==> config.mk <==
export PLATFORM = sky130hd
export DESIGN_NAME = b09_serial_framer
export DESIGN_NICKNAME = d
export VERILOG_FILES = /design/src/rtl/b09_serial_framer.sv
export SDC_FILE = /design/constraint.sdc
export NUM_CORES = 1
export LEC_CHECK = 0
export BUFFER_PORTS_ARGS = -buffer_cell sky130_fd_sc_hd__buf_2
export CORE_MARGIN = 2
export CORE_UTILIZATION = 51
export DETAILED_ROUTE_END_ITERATION = 8
export PLACE_DENSITY_LB_ADDON = 0.1
export SLEW_MARGIN = 30
export SYNTH_ARGS = -nofsm -noshare
export SYNTH_HDL_FRONTEND = slang
export SYNTH_SLANG_ARGS = --single-unit
==> constraint.sdc <==
create_clock -name clock -period 2.6 [get_ports clock]
set_clock_uncertainty 0.1 [all_clocks]
set_input_delay 0.78 -clock clock [delete_from_list [all_inputs] [get_ports clock]]
set_output_delay 0.78 -clock clock [all_outputs]
set_load 0.02 [all_outputs]
==> src/rtl/b09_serial_framer.sv <==
// b09_serial_framer: parallel-to-serial framer feeding the b09 serial input X.
// Each byte goes out as a 1 start marker, 8 data bits LSB first, then an idle gap.
//
// Parameters:
//   GAP_CYCLES  extra idle zeros after each frame (0..15)
//   FIFO_DEPTH  buffer depth in bytes (power of two, 2..16), FIFO build only
//   CNT_W       width of frame_count
// Ports:
//   clock        rising-edge clock shared with b09
//   reset_n      asynchronous active-low reset
//   din          byte to transmit
//   din_valid    din is valid
//   din_ready    a byte can be accepted this cycle (depends on occupancy only)
//   X            registered serial output
//   busy         frame in flight or byte buffered
//   frame_count  completed frames, wraps
// Build option: define B09_FRAMER_FIFO_EN for a FIFO_DEPTH-entry circular FIFO;
// otherwise a single holding register buffers one byte.

module b09_serial_framer #(
    parameter int GAP_CYCLES = 2,
    parameter int FIFO_DEPTH = 4,
    parameter int CNT_W      = 16
) (
    input  logic             clock,
    input  logic             reset_n,
    input  logic [7:0]       din,
    input  logic             din_valid,
    output logic             din_ready,
    output logic             X,
    output logic             busy,
    output logic [CNT_W-1:0] frame_count
);

    typedef enum logic [1:0] {
        IDLE,
        START,
        DATA,
        GAP
    } state_t;

    localparam logic [3:0] GAP_LAST =
        (GAP_CYCLES > 0) ? 4'(GAP_CYCLES - 1) : 4'd0;

    state_t     state;
    logic [7:0] shreg;
    logic [2:0] bit_idx;
    logic [3:0] gap_cnt;

    logic       push;
    logic       pop;
    logic       buf_empty;
    logic [7:0] head;

    assign push = din_valid && din_ready;
    // Pop decision uses registered occupancy, so a byte pushed at this
    // edge into an empty buffer is only seen at the next edge.
    assign pop  = (state == IDLE) && !buf_empty;
    assign busy = (state != IDLE) || !buf_empty;

`ifdef B09_FRAMER_FIFO_EN
    localparam int AW = $clog2(FIFO_DEPTH);
    localparam logic [AW:0] FULL = FIFO_DEPTH[AW:0];

    logic [7:0]  mem [FIFO_DEPTH];
    logic [AW-1:0] wr_ptr;
    logic [AW-1:0] rd_ptr;
    logic [AW:0]   occ;

    assign din_ready = (occ != FULL);
    assign buf_empty = (occ == '0);
    assign head      = mem[rd_ptr];

    always_ff @(posedge clock) begin
        if (push) begin
            mem[wr_ptr] <= din;
        end
    end

    always_ff @(posedge clock or negedge reset_n) begin
        if (!reset_n) begin
            wr_ptr <= '0;
            rd_ptr <= '0;
            occ    <= '0;
        end else begin
            if (push) begin
                wr_ptr <= wr_ptr + 1'b1;
            end
            if (pop) begin
                rd_ptr <= rd_ptr + 1'b1;
            end
            case ({push, pop})
                2'b10:   occ <= occ + 1'b1;
                2'b01:   occ <= occ - 1'b1;
                default: occ <= occ;
            endcase
        end
    end
`else
    logic       hold_valid;
    logic [7:0] hold_data;

    assign din_ready = !hold_valid;
    assign buf_empty = !hold_valid;
    assign head      = hold_data;

    // push needs an empty holder and pop a full one, so they never coincide
    always_ff @(posedge clock or negedge reset_n) begin
        if (!reset_n) begin
            hold_valid <= 1'b0;
            hold_data  <= 8'd0;
        end else if (push) begin
            hold_valid <= 1'b1;
            hold_data  <= din;
        end else if (pop) begin
            hold_valid <= 1'b0;
        end
    end
`endif

    always_ff @(posedge clock or negedge reset_n) begin
        if (!reset_n) begin
            state       <= IDLE;
            X           <= 1'b0;
            shreg       <= 8'd0;
            bit_idx     <= 3'd0;
            gap_cnt     <= 4'd0;
            frame_count <= '0;
        end else begin
            unique case (state)
                IDLE: begin
                    X <= 1'b0;
                    if (pop) begin
                        shreg <= head;
                        X     <= 1'b1;
                        state <= START;
                    end
                end
                START: begin
                    X       <= shreg[0];
                    shreg   <= {1'b0, shreg[7:1]};
                    bit_idx <= 3'd0;
                    state   <= DATA;
                end
                DATA: begin
                    if (bit_idx == 3'd7) begin
                        X           <= 1'b0;
                        frame_count <= frame_count + 1'b1;
                        gap_cnt     <= 4'd0;
                        if (GAP_CYCLES == 0) begin
                            state <= IDLE;
                        end else begin
                            state <= GAP;
                        end
                    end else begin
                        X       <= shreg[0];
                        shreg   <= {1'b0, shreg[7:1]};
                        bit_idx <= bit_idx + 1'b1;
                    end
                end
                GAP: begin
                    X <= 1'b0;
                    if (gap_cnt == GAP_LAST) begin
                        state <= IDLE;
                    end else begin
                        gap_cnt <= gap_cnt + 1'b1;
                    end
                end
                default: begin
                    state <= IDLE;
                    X     <= 1'b0;
                end
            endcase
        end
    end

endmodule

Word-level counts from Yosys, hierarchy flattened:

Index checks and enable logic that the tools add are counted.

* register bits after elaboration: 43
* latch bits: 0
* RAM bits: 0
* memory bits (read-only): 0
* bits of input ports: 11
* output and inout port bits: 19
* word-level logic and storage cells: 53
* memories: 0

* add/subtract/negate cells: 3
* multipliers: 0
* div/mod/pow operators: 0
* $lt $le $gt $ge: 0
* eq/ne operators: 10
* shifts and indexed selects: 0
* mux-type cells: 17
* bitwise gates (word level): 0
* reduce and logical (&&, ||, !) cells: 15

Operators with widths (count)
* case mux 8 bit (3 select lines): 1
* adder 16 x 1 -> 16 bit (second input constant): 1
* two-way mux 8 bit: 2
* inequality test 2 bit (second input constant): 5
* AND reduction 3 bit: 3
* two-way mux 4 bit: 2
* case mux 2 bit (4 select lines): 1
* case mux 4 bit (2 select lines): 1
* nonzero test 2 bit: 4
* two-way mux 2 bit: 3
* case mux 3 bit (2 select lines): 1
* adder 4 x 1 -> 4 bit (second input constant): 1
* == test 2 bit (second input constant): 2
* == test 4 x 1 -> 1 bit (second input constant): 1
* two-way mux 1 bit: 4
* case mux 1 bit (4 select lines): 1
* AND reduction 2 bit: 2
* adder 3 x 1 -> 3 bit (second input constant): 1
* == test 3 bit (second input constant): 1
* two-way mux 3 bit: 1
* nonzero test 3 bit: 1
* == test 2 x 1 -> 1 bit (second input constant): 1
* logical AND 1 bit: 2
* zero test 2 bit: 1
* 2 further kinds: 2

Logic depth before layout (Yosys ltp):

* depth after elaboration: 4
* depth in mapped cells: 8
* depth with buffers taken out: 6

Worst setup path before layout:

No wires, ideal clock.

* path kind: register to output
* from: reg state[0]
* to: out busy
* arrival time: 891 ps
* required time: 1720 ps
* setup slack: 829 ps
* cell stages (with the launch flop): 4
* buffers on the path: 0
* cell sequence: dfrtp_1 -> inv_1 -> ha_1 -> nand2b_1

* longest elaborated chain between the ends: 2

Ends and longest elaborated chain
* from (decl): line 45 `state_t state;`
* from (signal assigned): line 123 `state <= IDLE;`
* from (signal assigned): line 136 `state <= START;`
* from (signal assigned): line 143 `state <= DATA;`
* nonzero test 2 bit: line 59 `assign busy = (state != IDLE) || !buf_empty;`
* logical OR 1 bit: line 59
* to (decl): line 31 `output logic busy,`

No other way between the ends.

Final worst setup path:

Same ends and word-level chain as after synthesis.

==> out/results.tsv <==
metric	value	unit
status	complete, no violations	
port_buffers	29	
fin_crit	2.29	ns
clk-insertion-delay-late	0.30	ns
crit_buf_inv	2	
wl_per_cell	13.9	um
row_count	23	
cts_hold_buf	0	
die_area	4570	um^2
cts_resized	0	
synth_edf_count	0	
layout.nets	238	
dr.pass1.iters	4	
crit_type	flop to output port	
p_leak	1.15	nW
clock-sinks	43	
power-per-cell-area	1130	nW/um^2
setup_viol	0	
fillers	328	
path_max_fanout	6	
synth_warnings	0	
synth_xor_area_share	6.79	%
clk_pin_slew	0.08	ns
slowest_delay	0.42	ns
ys_seq_area_share	52.1	%
synth_mux_area_share	9.94	%
rsz0062_at_grt	false	
synth_flop_cell	dfrtp_1	
routed-via-count	1427	
syn_inst	183	
critPathTopFamily	flip-flops	
syn_area	2060	um^2
grt_max_degree	26	
yosys-top-cells-area	dfrtp_1, mux2_2, ha_1, xnor2_1, mux2i_1	
via_per_inst	5.32	
cts_setup_buffers	0	
synth_compound_area_share	8.67	%
cp_slowest_cell	dfrtp_1	
syn_avg_cell_area	11.3	um^2
worst-slew-pin-transition	0.556	ns
multi_input_comb_area	931	um^2
cts-htree-levels	2	
die_height	67.6	um
grt_pass1_vias	1384	
worstSetupStartpointType	flop	
hpwl	2800	um
synth_top_area_share	52.1	%
critPathCaptureType	output port	
yosys.area_share.adder	6.06	%
io_pins	30	
synth.largest_area_cell	dfrtp_1	
final_common_cell	dfrtp_1	
cp.arrival	1.41	ns
drtIter0Drc	36	
ant_nets	0	
core-area	3940	um^2
grt_pass1_wl	6010	um
ff_latch_area	1080	um^2
setup_tns	0	ns
yosys_register_bits	43	
start_util	52.4	%
totalWireLength	3730	um
min_path_type	input pin to async pin	
n_antenna_cell	0	
cts_buffer_depth	2	
syn_nets	204	
area_delta_synth_final	16.1	%
drc	0	
routabilityCongestion	0.695	
grtUsageTotal	17.9	%
path_cells	inv_1 > ha_1 > nand2b_1 > buf_2	
numCtsBuffers	5	
yosys.area_share.simple	13.6	%
hold_viol	0	
root_buffer	clkbuf_8	
cts_tree	yes	
ys_types	38	
timing.fmax	0.437	GHz
drive_gt1_share	24.3	%
utilization	60.8	%
grt_antenna_before_repair	0	
cap_violations	0	
cp_data_required_time	1.72	ns
relSlewSlack	63.0	%
overflow	0	
fin_crit_sh	88.0	%
async_reset_ff_share	100	%
vdd.ir_drop.worst	0.610	mV
mostFrequentLayoutCells	dfrtp_1, buf_2, nand2_1, nor2_1	
synth_top_family_by_area	simple AND/OR/NAND/NOR gates	
drv_slew	0	
die_x	67.6	um
-- metal layers --
metal / wire [um] / global-route usage, % / up-vias
met3: 181 / 5.67 / 7
met1: 1530 / 19.7 / 681
met5: 0 / 0 / -
li1: - / - / 709
met2: 1950 / 31.6 / 30
met4: 65 / 7.65 / 0
-- logic make-up (layout without fill, tap and decap cells) --
family | count (synthesis) | count (layout)
simple gates | 55 | 55
flops | 43 | 43
compound gates | 28 | 28
mux | 19 | 19
xor+xnor | 16 | 16
buf+inv | 12 | 47
fa+ha+maj | 10 | 10
-- cells in the mapped netlist, drive strengths merged, types with 5 or more instances --
master and count:
mux2i 7, a21oi 7, ha 10, inv 7
nand3 5, xnor2 12, mux2 12, o21ai 9
dfrtp 43, nand2 13, nand4 5, nor2 13
-- report_power, final --
| part | switching [mW] | internal [mW] |
|---|---|---|
| registers | 0.154 | 0.891 |
| clock network | 0.225 | 0.384 |
| logic | 0.559 | 0.483 |
-- worst paths after layout --
path / start / to / slack (ns) / cells after the start
max: state[0] / busy / 0.31 / 4
min: reset_n / frame_count[11] / 0.36 / 1
max reg2reg: state[0] / frame_count[15] / 0.60 / 6
min reg2reg: frame_count[15] / frame_count[15] / 0.38 / 1
max in group asynchronous: reset_n / frame_count[14] / 1.48 / 2
min in group clock: frame_count[15] / frame_count[15] / 0.38 / 1
-- worst reg2reg max path: cells and delay by family (launching register included) --
family	cells	cell delay (ns)
XOR/XNOR	1	0.15
buffers and inverters	1	0.10
adder cells (fa/ha/maj)	1	0.45
AND/OR/NAND/NOR	3	0.68
flip-flops	1	0.42
-- stage by stage --
step | setup slack, ns | power, mW | instances | hold WS (ns) | instance area (um^2)
after global routing | 0.194 | 2.90 | 268 | 0.386 | 2400
final | 0.311 | 2.70 | 268 | 0.363 | 2400
after global placement | 0.650 | 2.05 | 260 | 0.357 | 2260
after CTS | 0.295 | 2.73 | 268 | 0.380 | 2400
after floorplan | 0.829 | 1.88 | 183 | 0.374 | 2060
after detailed placement | 0.583 | 2.11 | 260 | 0.378 | 2260
-- state kept, by name, indices dropped and copies added, names as in the netlist --
signal and cells:
gap_cnt 4, frame_count 16, hold_valid 1, state 2, bit_idx 3, shreg 8
head 8, X 1
-- layout make-up --
type                       instances  share of cell area (%)
multi-input combinational        128                    38.9
sequential                        43                    44.9
tap                               50                    2.61
timing repair buffer              32                    7.00
inverter                           7                    1.10
clock inverter                     2                    2.51
clock buffer                       6                    3.03
(Power assumes the default switching activity.)
